--- config.mk ---
export PLATFORM = sky130hd
export DESIGN_NAME = edge_monitor
export DESIGN_NICKNAME = d
export VERILOG_FILES = /design/src/rtl/edge_monitor_pkg.sv /design/src/rtl/edge_monitor_ch.sv /design/src/rtl/edge_monitor.sv
export SDC_FILE = /design/constraint.sdc
export NUM_CORES = 1
export LEC_CHECK = 0
export ABC_AREA = 1
export ABC_CLOCK_PERIOD_IN_PS = 1200
export CAP_MARGIN = 25
export CORE_MARGIN = 3
export CORE_UTILIZATION = 45
export DETAILED_ROUTE_END_ITERATION = 7
export MAX_ROUTING_LAYER = met4
export PLACE_DENSITY = 0.81
export SETUP_SLACK_MARGIN = 0.1
export SKIP_LAST_GASP = 1
export SLEW_MARGIN = 25
export SYNTH_ARGS = -nofsm -noshare
export SYNTH_HDL_FRONTEND = slang
export SYNTH_SLANG_ARGS = --single-unit
--- constraint.sdc ---
create_clock -name clk -period 1.2 [get_ports clk]
set_input_delay 0.18 -clock clk [delete_from_list [all_inputs] [get_ports clk]]
set_output_delay 0.18 -clock clk [all_outputs]
set_load 0.02 [all_outputs]
--- src/rtl/edge_monitor_pkg.sv ---
// Shared types and helpers for the edge monitor.
package edge_monitor_pkg;

    // Per-channel edge qualification mode, 2 bits per channel on mode_i.
    typedef enum logic [1:0] {
        RISE = 2'b00,
        FALL = 2'b01,
        BOTH = 2'b10,
        OFF  = 2'b11
    } mode_e;

    // Edge-within-window checker states.
    typedef enum logic [1:0] {
        IDLE = 2'b00,
        WAIT = 2'b01,
        DONE = 2'b10
    } chk_state_e;

    // Width of a channel select for n channels, never below one bit.
    function automatic int unsigned sel_width(input int unsigned n);
        return (n > 1) ? $clog2(n) : 1;
    endfunction

endpackage

--- src/rtl/edge_monitor_ch.sv ---
// One monitored channel: edge detection, mode qualification, saturating count.
module edge_monitor_ch
    import edge_monitor_pkg::*;
#(
    parameter int unsigned CNT_W = 8
) (
    input  logic             clk,
    input  logic             rst,
    input  logic             sig_i,
    input  logic [1:0]       mode_i,
    input  logic             clr_i,
    output logic             rose_o,
    output logic             fell_o,
    output logic             edge_o,
    output logic [CNT_W-1:0] count_o
);

    localparam logic [CNT_W-1:0] CNT_MAX = '1;

    logic  sig_q;
    logic  rise_c;
    logic  fall_c;
    logic  qual_c;
    mode_e mode;

    assign mode = mode_e'(mode_i);

    // Edge terms from the current sample against the previous one.
    always_comb begin
        rise_c = sig_i & ~sig_q;
        fall_c = ~sig_i & sig_q;
        qual_c = 1'b0;
        case (mode)
            RISE:    qual_c = rise_c;
            FALL:    qual_c = fall_c;
            BOTH:    qual_c = rise_c | fall_c;
            default: qual_c = 1'b0;
        endcase
    end

    // Previous-sample register and registered edge pulses.
    always_ff @(posedge clk) begin
        if (rst) begin
            sig_q  <= 1'b0;
            rose_o <= 1'b0;
            fell_o <= 1'b0;
            edge_o <= 1'b0;
        end else begin
            sig_q  <= sig_i;
            rose_o <= rise_c;
            fell_o <= fall_c;
            edge_o <= qual_c;
        end
    end

    // Saturating edge counter fed by the registered edge; clear has priority.
    always_ff @(posedge clk) begin
        if (rst) begin
            count_o <= '0;
        end else if (clr_i) begin
            count_o <= '0;
        end else if (edge_o && (count_o != CNT_MAX)) begin
            count_o <= count_o + CNT_W'(1);
        end
    end

endmodule

--- src/rtl/edge_monitor.sv ---
// Multi-channel edge monitor with an armed edge-within-window checker.
module edge_monitor
    import edge_monitor_pkg::*;
#(
    parameter int unsigned NCH   = 4,
    parameter int unsigned CNT_W = 8,
    parameter int unsigned WIN_W = 4
) (
    input  logic                                   clk,
    input  logic                                   rst,
    input  logic [NCH-1:0]                         sig_i,
    input  logic [2*NCH-1:0]                       mode_i,
    input  logic                                   clr_i,
    input  logic                                   arm_i,
    input  logic [((NCH > 1) ? $clog2(NCH) : 1)-1:0] sel_i,
    input  logic [WIN_W-1:0]                       window_i,
    output logic [NCH-1:0]                         rose_o,
    output logic [NCH-1:0]                         fell_o,
    output logic [NCH-1:0]                         edge_o,
    output logic [NCH*CNT_W-1:0]                   count_o,
    output logic                                   busy_o,
    output logic                                   pass_o,
    output logic                                   fail_o
);

    localparam int unsigned SEL_W = sel_width(NCH);
    localparam int unsigned SEL_N = 1 << SEL_W;

    chk_state_e        state;
    logic [SEL_W-1:0]  sel_q;
    logic [WIN_W-1:0]  rem;
    logic [SEL_N-1:0]  edge_pad;
    logic              edge_sel;

    // Channel slices.
    for (genvar n = 0; n < NCH; n++) begin : g_ch
        edge_monitor_ch #(
            .CNT_W (CNT_W)
        ) u_ch (
            .clk     (clk),
            .rst     (rst),
            .sig_i   (sig_i[n]),
            .mode_i  (mode_i[2*n +: 2]),
            .clr_i   (clr_i),
            .rose_o  (rose_o[n]),
            .fell_o  (fell_o[n]),
            .edge_o  (edge_o[n]),
            .count_o (count_o[n*CNT_W +: CNT_W])
        );
    end

    // Zero-padded edge vector so an out-of-range select reads as no edge.
    assign edge_pad = SEL_N'(edge_o);
    assign edge_sel = edge_pad[sel_q];

    // Checker FSM: arm in IDLE, count down the window in WAIT, pulse result in DONE.
    always_ff @(posedge clk) begin
        if (rst) begin
            state  <= IDLE;
            sel_q  <= '0;
            rem    <= '0;
            busy_o <= 1'b0;
            pass_o <= 1'b0;
            fail_o <= 1'b0;
        end else begin
            pass_o <= 1'b0;
            fail_o <= 1'b0;
            case (state)
                IDLE: begin
                    if (arm_i) begin
                        sel_q  <= sel_i;
                        rem    <= (window_i == '0) ? WIN_W'(1) : window_i;
                        busy_o <= 1'b1;
                        state  <= WAIT;
                    end
                end
                WAIT: begin
                    if (edge_sel) begin
                        pass_o <= 1'b1;
                        busy_o <= 1'b0;
                        state  <= DONE;
                    end else if (rem == WIN_W'(1)) begin
                        fail_o <= 1'b1;
                        busy_o <= 1'b0;
                        state  <= DONE;
                    end else begin
                        rem <= rem - WIN_W'(1);
                    end
                end
                DONE: begin
                    state <= IDLE;
                end
                default: begin
                    busy_o <= 1'b0;
                    state  <= IDLE;
                end
            endcase
        end
    end

endmodule

==> results of run 1 <==
==> where the power goes <==
group | internal (uW) | switching, uW
registers | 2040 | 87.8
logic | 502 | 625
clock network | 1200 | 820
total | 3740 | 1530
==> per-stage QoR <==
step / worst slack, ps / setup TNS (ps)
floorplan: -56.6 / -457
global placement: -195 / -4630
detailed placement: -233 / -6590
CTS: -27.9 / -27.9
global route: -164 / -2320
finish: -91.7 / -781
==> state kept, by name, summed over array words and instances, names as in the netlist <==
register / cells
g_ch.u_ch.sig_q: 4
g_ch.u_ch.edge_o: 4
busy_o: 1
g_ch.u_ch.fell_o: 4
rem: 4
fail_o: 1
g_ch.u_ch.rose_o: 4
state: 2
sel_q: 2
g_ch.u_ch.count_o: 32
pass_o: 1
==> critical path: cells and delay by family (launching register included) <==
family | cells | cell delay [ps]
buf+inv | 1 | 130
flops | 1 | 370
fa+ha+maj | 1 | 150
simple gates | 4 | 390
compound gates | 2 | 170
==> final cells by class <==
type                            count  area [um^2]
Clock inverter                      3         41.3
Sequential cell                    59         1250
Multi-Input combinational cell    303         1980
Timing Repair Buffer              132         1030
Timing Repair inverter              3         21.3
Clock buffer                       13          180
Tap cell                           77         96.3
Inverter                           64          292
Fill cell                         427         1530
==> cell families after synthesis <==
family,Yosys count
AND/OR/NAND/NOR,230
AO/OA/AOI/OAI,51
XOR/XNOR,7
buffers and inverters,81
adder cells (fa/ha/maj),14
flip-flops,59
==> path summary, 6_finish.rpt <==
| check | end | from | cells after the start | slack (ps) |
|---|---|---|---|---|
| worst max-delay path | g_ch[2].u_ch.count_o[0]$_SDFFE_PP0P_ | g_ch[2].u_ch.count_o[1]$_SDFFE_PP0P_ | 8 | -90 |
| worst min-delay path | g_ch[3].u_ch.sig_q$_SDFF_PP0_ | sig_i[3] | 3 | 140 |
| worst max register to register | g_ch[2].u_ch.count_o[0]$_SDFFE_PP0P_ | g_ch[2].u_ch.count_o[1]$_SDFFE_PP0P_ | 8 | -90 |
| worst min register to register | g_ch[2].u_ch.count_o[3]$_SDFFE_PP0P_ | g_ch[2].u_ch.count_o[3]$_SDFFE_PP0P_ | 2 | 490 |
==> cell usage after synthesis <==
cell,n
nand2_1,118
nor2_1,65
dfxtp_1,59
inv_1,59
a21oi_1,33
nand3_1,26
o21ai_0,18
ha_1,14
buf_4,12
nor3_1,6
xor2_1,6
inv_4,4
nand2_4,4
nand3b_1,4
nor2_2,3
nand2_2,2
buf_1,1
buf_2,1
buf_6,1
clkbuf_1,1
clkbuf_2,1
inv_2,1
nor3b_1,1
or2_2,1
xnor2_1,1
==> routing by layer <==
| metal | vias up | share of wire | wire, um | global-route usage |
|---|---|---|---|---|
| met2 | 108 | 0.53 | 4890 | 0.392 |
| met5 | - | 0 | 0 | - |
| met3 | 18 | 0.055 | 506 | 0.0386 |
| li1 | 1626 | - | - | - |
| met1 | 1539 | 0.39 | 3570 | 0.255 |
| met4 | 0 | 0.021 | 190 | 0.106 |
==> timing repair <==
item,4_1_cts,5_1_grt
setup buffers,13,10
setup endpoints to repair,88,67
pin swaps,25,41
resized for setup,259,115
cloned,4,0
hold endpoints to repair,0,0
==> impl_metrics.yaml, run 1 <==
cells_and_area:
  fin_cells: 654
  drive_gt1_frac: 0.494
  layout_commonest_cell: "nand2_1"
  final_cell_mix: "86 x nand2_1, 57 x buf_4, 48 x inv_1"
  final_core_util: 0.762
  layout.nets: 608
  design_area_mm2: 0.00489
  area_growth_pct: 62.5
  diodes: 0
timing:
  whs_ps: 142
  layout_setup_ws_ps: -91.7
  setup_viol: 19
  rsz0062_at_grt: "true"
  min_period_over_period: 1.08
  maxSlewHeadroom: 0.630
  drv_slew: 0
  worst_slew_pin_slew_ps: 555
  fmax_mhz: 774
  skew_ps: 11.8
  final-hold-violation-count: 0
  period_needed_ps: 1290
critical_path:
  cp.arrival_ps: 1560
  end_kind: "flip-flop"
  required_ps: 1470
  path_cells: "ha_4 -> nand2_4 -> nor2_4 -> nand2_2 -> nand2_4 -> buf_12 -> o21ai_1 -> a21oi_1"
  path_max_fanout: 4
  critPathMaxStageDelay_ps: 370
  critical_path_class: "flip-flop to flip-flop"
  start_kind: "flip-flop"
  path_common_cell: "nand2_4"
  cpMaxStageDelayCell: "dfxtp_4"
grt:
  grt_usage: 0.228
  grt_pass1_wl_um: 13400
  antenna_found_initial: 0
  grt_max_degree: 17
  grt_pass1_vias: 3074
  overflow: 0
detailed_routing:
  vias_per_cell: 5.03
  drc: 0
  drt-initial-drc-count: 140
  route.vias.total: 3291
  routedWlPerCell_um: 14.0
  routed_wl_um: 9150
  first_pass_iters: 4
  antenna_left: 0
cts:
  clock-root-buffer: "clkbuf_8"
  path_clk_slew_ps: 70
  clock-sinks: 59
  cts_tree: "done"
  numCtsBuffers: 9
  htree_levels: 3
  clock_path_buffers: 2
  holdBufCountCts: 0
  clkLatencyLatePin_ps: 340
logic_synthesis:
  syn_nets: 478
  synthDistinctLibCells: 25
  synthCells: 442
  synth_top_area_share: 0.393
  ys_ff_latch: 59
  synthMuxAreaShare: 0
  synthXorXnorAreaFrac: 0.0204
  avgSynthCellArea_um2: 6.81
  netlist_top_cells_area: "dfxtp_1 39%, nand2_1 15%, nor2_1 8.1%"
  synth-simple-area-share: 0.321
  synth_compound_area_frac: 0.0848
  syn_area_mm2: 0.00301
  synth_largest_area_cell: "dfxtp_1"
  synth_top_family_by_area: "simple AND/OR/NAND/NOR gates"
  seq_area_frac_synth: 0.393
  synth_warnings: 0
  synthAdderAreaFrac: 0.0582
pwr:
  power_density_mw_per_mm2: 1080
  ir_drop_uv: 930
  p_leak_uw: 0.00220
  total_power_uw: 5270
floorplan:
  rows: 29
  core_area_mm2: 0.00642
  fp.dieH_um: 87.8
  floorplan.die.width_um: 87.8
  boundaryPins: 69
  dieArea_mm2: 0.00770
  initial_core_util: 0.469
placed_design:
  placed_cell_area_mm2: 0.00412
  io_buffers: 68
  dp_hpwl_um: 5380
  dp.cells: 613
  gp_congestion: 0.878
status:
  violations: "negative setup slack"
  status: "finished, violations left"
worst_hold_path:
  worstHoldPathType: "input port to flip-flop"
flow_run:
  cap_viol_max_count: 0
No activity file was read; power rests on OpenSTA's default activity.
==> run 2, diff against run 1 <==
--- a/config.mk
+++ b/config.mk
@@ -11,8 +11,9 @@
 export CORE_MARGIN = 3
 export CORE_UTILIZATION = 45
 export DETAILED_ROUTE_END_ITERATION = 7
+export DONT_BUFFER_PORTS = 1
 export MAX_ROUTING_LAYER = met4
-export PLACE_DENSITY = 0.81
+export PLACE_DENSITY = 0.67
 export SETUP_SLACK_MARGIN = 0.1
 export SKIP_LAST_GASP = 1
 export SLEW_MARGIN = 25
==> impl_metrics.yaml, run 2 (synthesis results as in run 1) <==
cells_and_area:
  drive_gt1_frac: 0.439
  top_register: "g_ch.u_ch.count_o"
  largest_register_ffs: 32
  final_cell_mix: "89 x nand2_1, 53 x inv_1, 50 x nor2_1"
  area_growth_pct: 49.9
  diodes: 0
  design_area_mm2: 0.00451
  layout.nets: 548
  layout_commonest_cell: "nand2_1"
detailed_routing:
  drc: 0
  detail_route.wirelength.met1_um: 3200
  top_layer_used: "met4"
  route.vias.total: 2980
  wl_met2_um: 4180
  routedWlPerCell_um: 13.5
  vias_per_cell: 5.02
  first_pass_iters: 4
  drt-initial-drc-count: 107
  antenna_left: 0
  routed_wl_um: 8010
  dr_wl_met3_um: 462
critical_path:
  path_max_fanout: 8
  start_kind: "flip-flop"
  end_kind: "flip-flop"
  cp.arrival_ps: 1460
  r2r-start: "g_ch[1].u_ch.count_o[1]$_SDFFE_PP0P_"
  r2r-end: "g_ch[1].u_ch.count_o[5]$_SDFFE_PP0P_"
  r2r_cells: 10
  critical_path_class: "flip-flop to flip-flop"
  crit_start: "g_ch[1].u_ch.count_o[1]$_SDFFE_PP0P_"
  r2r_slack_ps: -30
  required_ps: 1430
timing:
  whs_ps: 25.2
  min_period_over_period: 1.03
  layout_setup_ws_ps: -31.1
  rsz0062_at_grt: "true"
  period_needed_ps: 1230
  setup_viol: 8
  final-hold-violation-count: 0
  worst_slew_pin_slew_ps: 623
  skew_ps: 7.46
  finalSetupTns_ps: -114
  maxSlewHeadroom: 0.585
  drv_slew: 0
  fmax_mhz: 812
cts:
  clkLatencyLatePin_ps: 340
  clock-root-buffer: "clkbuf_8"
  clock-sinks: 59
  clock_path_buffers: 2
  cts_tree: "done"
  numCtsBuffers: 9
  path_clk_slew_ps: 70
  htree_levels: 3
placed_design:
  placed_cell_area_mm2: 0.00351
  place_ws_ps: -30.0
  dp_hpwl_um: 5080
  gp_congestion: 0.893
  io_buffers: 0
worst_hold_path:
  hold_depth: 3
  min_from: "mode_i[1]"
  worstHoldEndpoint: "g_ch[0].u_ch.edge_o$_SDFF_PP0_"
  worstHoldPathType: "input port to flip-flop"
floorplan:
  rows: 29
  boundaryPins: 69
  dieArea_mm2: 0.00770
  fp.dieH_um: 87.8
  core_area_mm2: 0.00642
  initial_core_util: 0.469
  floorplan.die.width_um: 87.8
pwr:
  ir_drop_uv: 1060
  power_density_mw_per_mm2: 1110
  total_power_uw: 5020
  p_leak_uw: 0.00194
flow_run:
  cap_viol_max_count: 0
grt:
  overflow: 0
  grt_max_degree: 19
  antenna_found_initial: 0
  grt_pass1_vias: 2893
  grt_usage: 0.207
  grt_pass1_wl_um: 12200
status:
  violations: "negative setup slack"
  status: "finished, violations left"
==> run 2: changes by cell type in the layout (fill, tap and decap cells not counted), sizes merged <==
cell,delta
buf,-47
clkinv,+2
dlygate4sd3,+8
inv,-1
dlymetal6s2s,-3
clkbuf,-3
dlymetal6s4s,+1
clkdlybuf4s50,-18
bufinv,+1
==> run 2: metrics by stage <==
stage	instances	util
2_1_floorplan	442	-
3_3_place_gp	554	0.547
3_5_place_dp	554	0.547
4_1_cts	587	0.635
5_1_grt	594	0.703
6_report	594	0.703
==> run 2: where the power goes <==
group / switching, uW / internal (uW) / total (uW)
clock: 776 / 1220 / 1990
sequential: 103 / 2030 / 2130
combinational: 521 / 374 / 894
total: 1400 / 3620 / 5020
==> run 2: per-layer routing <==
metal / up-vias / track usage
met1: 1384 / 0.214
met5: - / -
met2: 74 / 0.355
li1: 1507 / -
met3: 15 / 0.0753
met4: 0 / 0.0823
==> run 2: worst max-delay path, stage by stage, from the launching register on <==
cell and delay (ps):
dfxtp_4 360, ha_4 140, nand2_4 60, nor2_4 110, nand2_2 70, nand2_4 150, inv_6 50, nand2_1 50
nand2_1 40, inv_1 50, nor2_1 30
==> run 2: worst max-delay path by stage <==
stage | cells past startpoint | to | slack, ps
2_1_floorplan | 10 | g_ch[2].u_ch.count_o[6]$_SDFFE_PP0P_ | -60
3_3_place_gp | 10 | g_ch[2].u_ch.count_o[6]$_SDFFE_PP0P_ | 10
3_5_place_dp | 10 | g_ch[1].u_ch.count_o[6]$_SDFFE_PP0P_ | -30
4_1_cts | 10 | g_ch[1].u_ch.count_o[6]$_SDFFE_PP0P_ | -4
5_1_grt | 9 | g_ch[1].u_ch.count_o[5]$_SDFFE_PP0P_ | -130
6_report | 10 | g_ch[1].u_ch.count_o[5]$_SDFFE_PP0P_ | -30
==> run 2: repair_timing <==
action,CTS,global route
pin swaps,25,32
setup buffers,5,6
endpoints found under the hold margin,18,0
gates resized for setup,66,105
gates cloned,3,1
hold buffers,9,0
endpoints found under the setup margin,44,53
==> run 2: area by class of cell <==
cell class,count,area [um^2]
clock buffers,11,141
clock inverters,5,76.3
repair inverters,3,26.3
fillers,521,1910
multi-input cells,303,2020
flip-flops and latches,59,1250
well taps,77,96.3
inverters,64,280
repair buffers,72,622
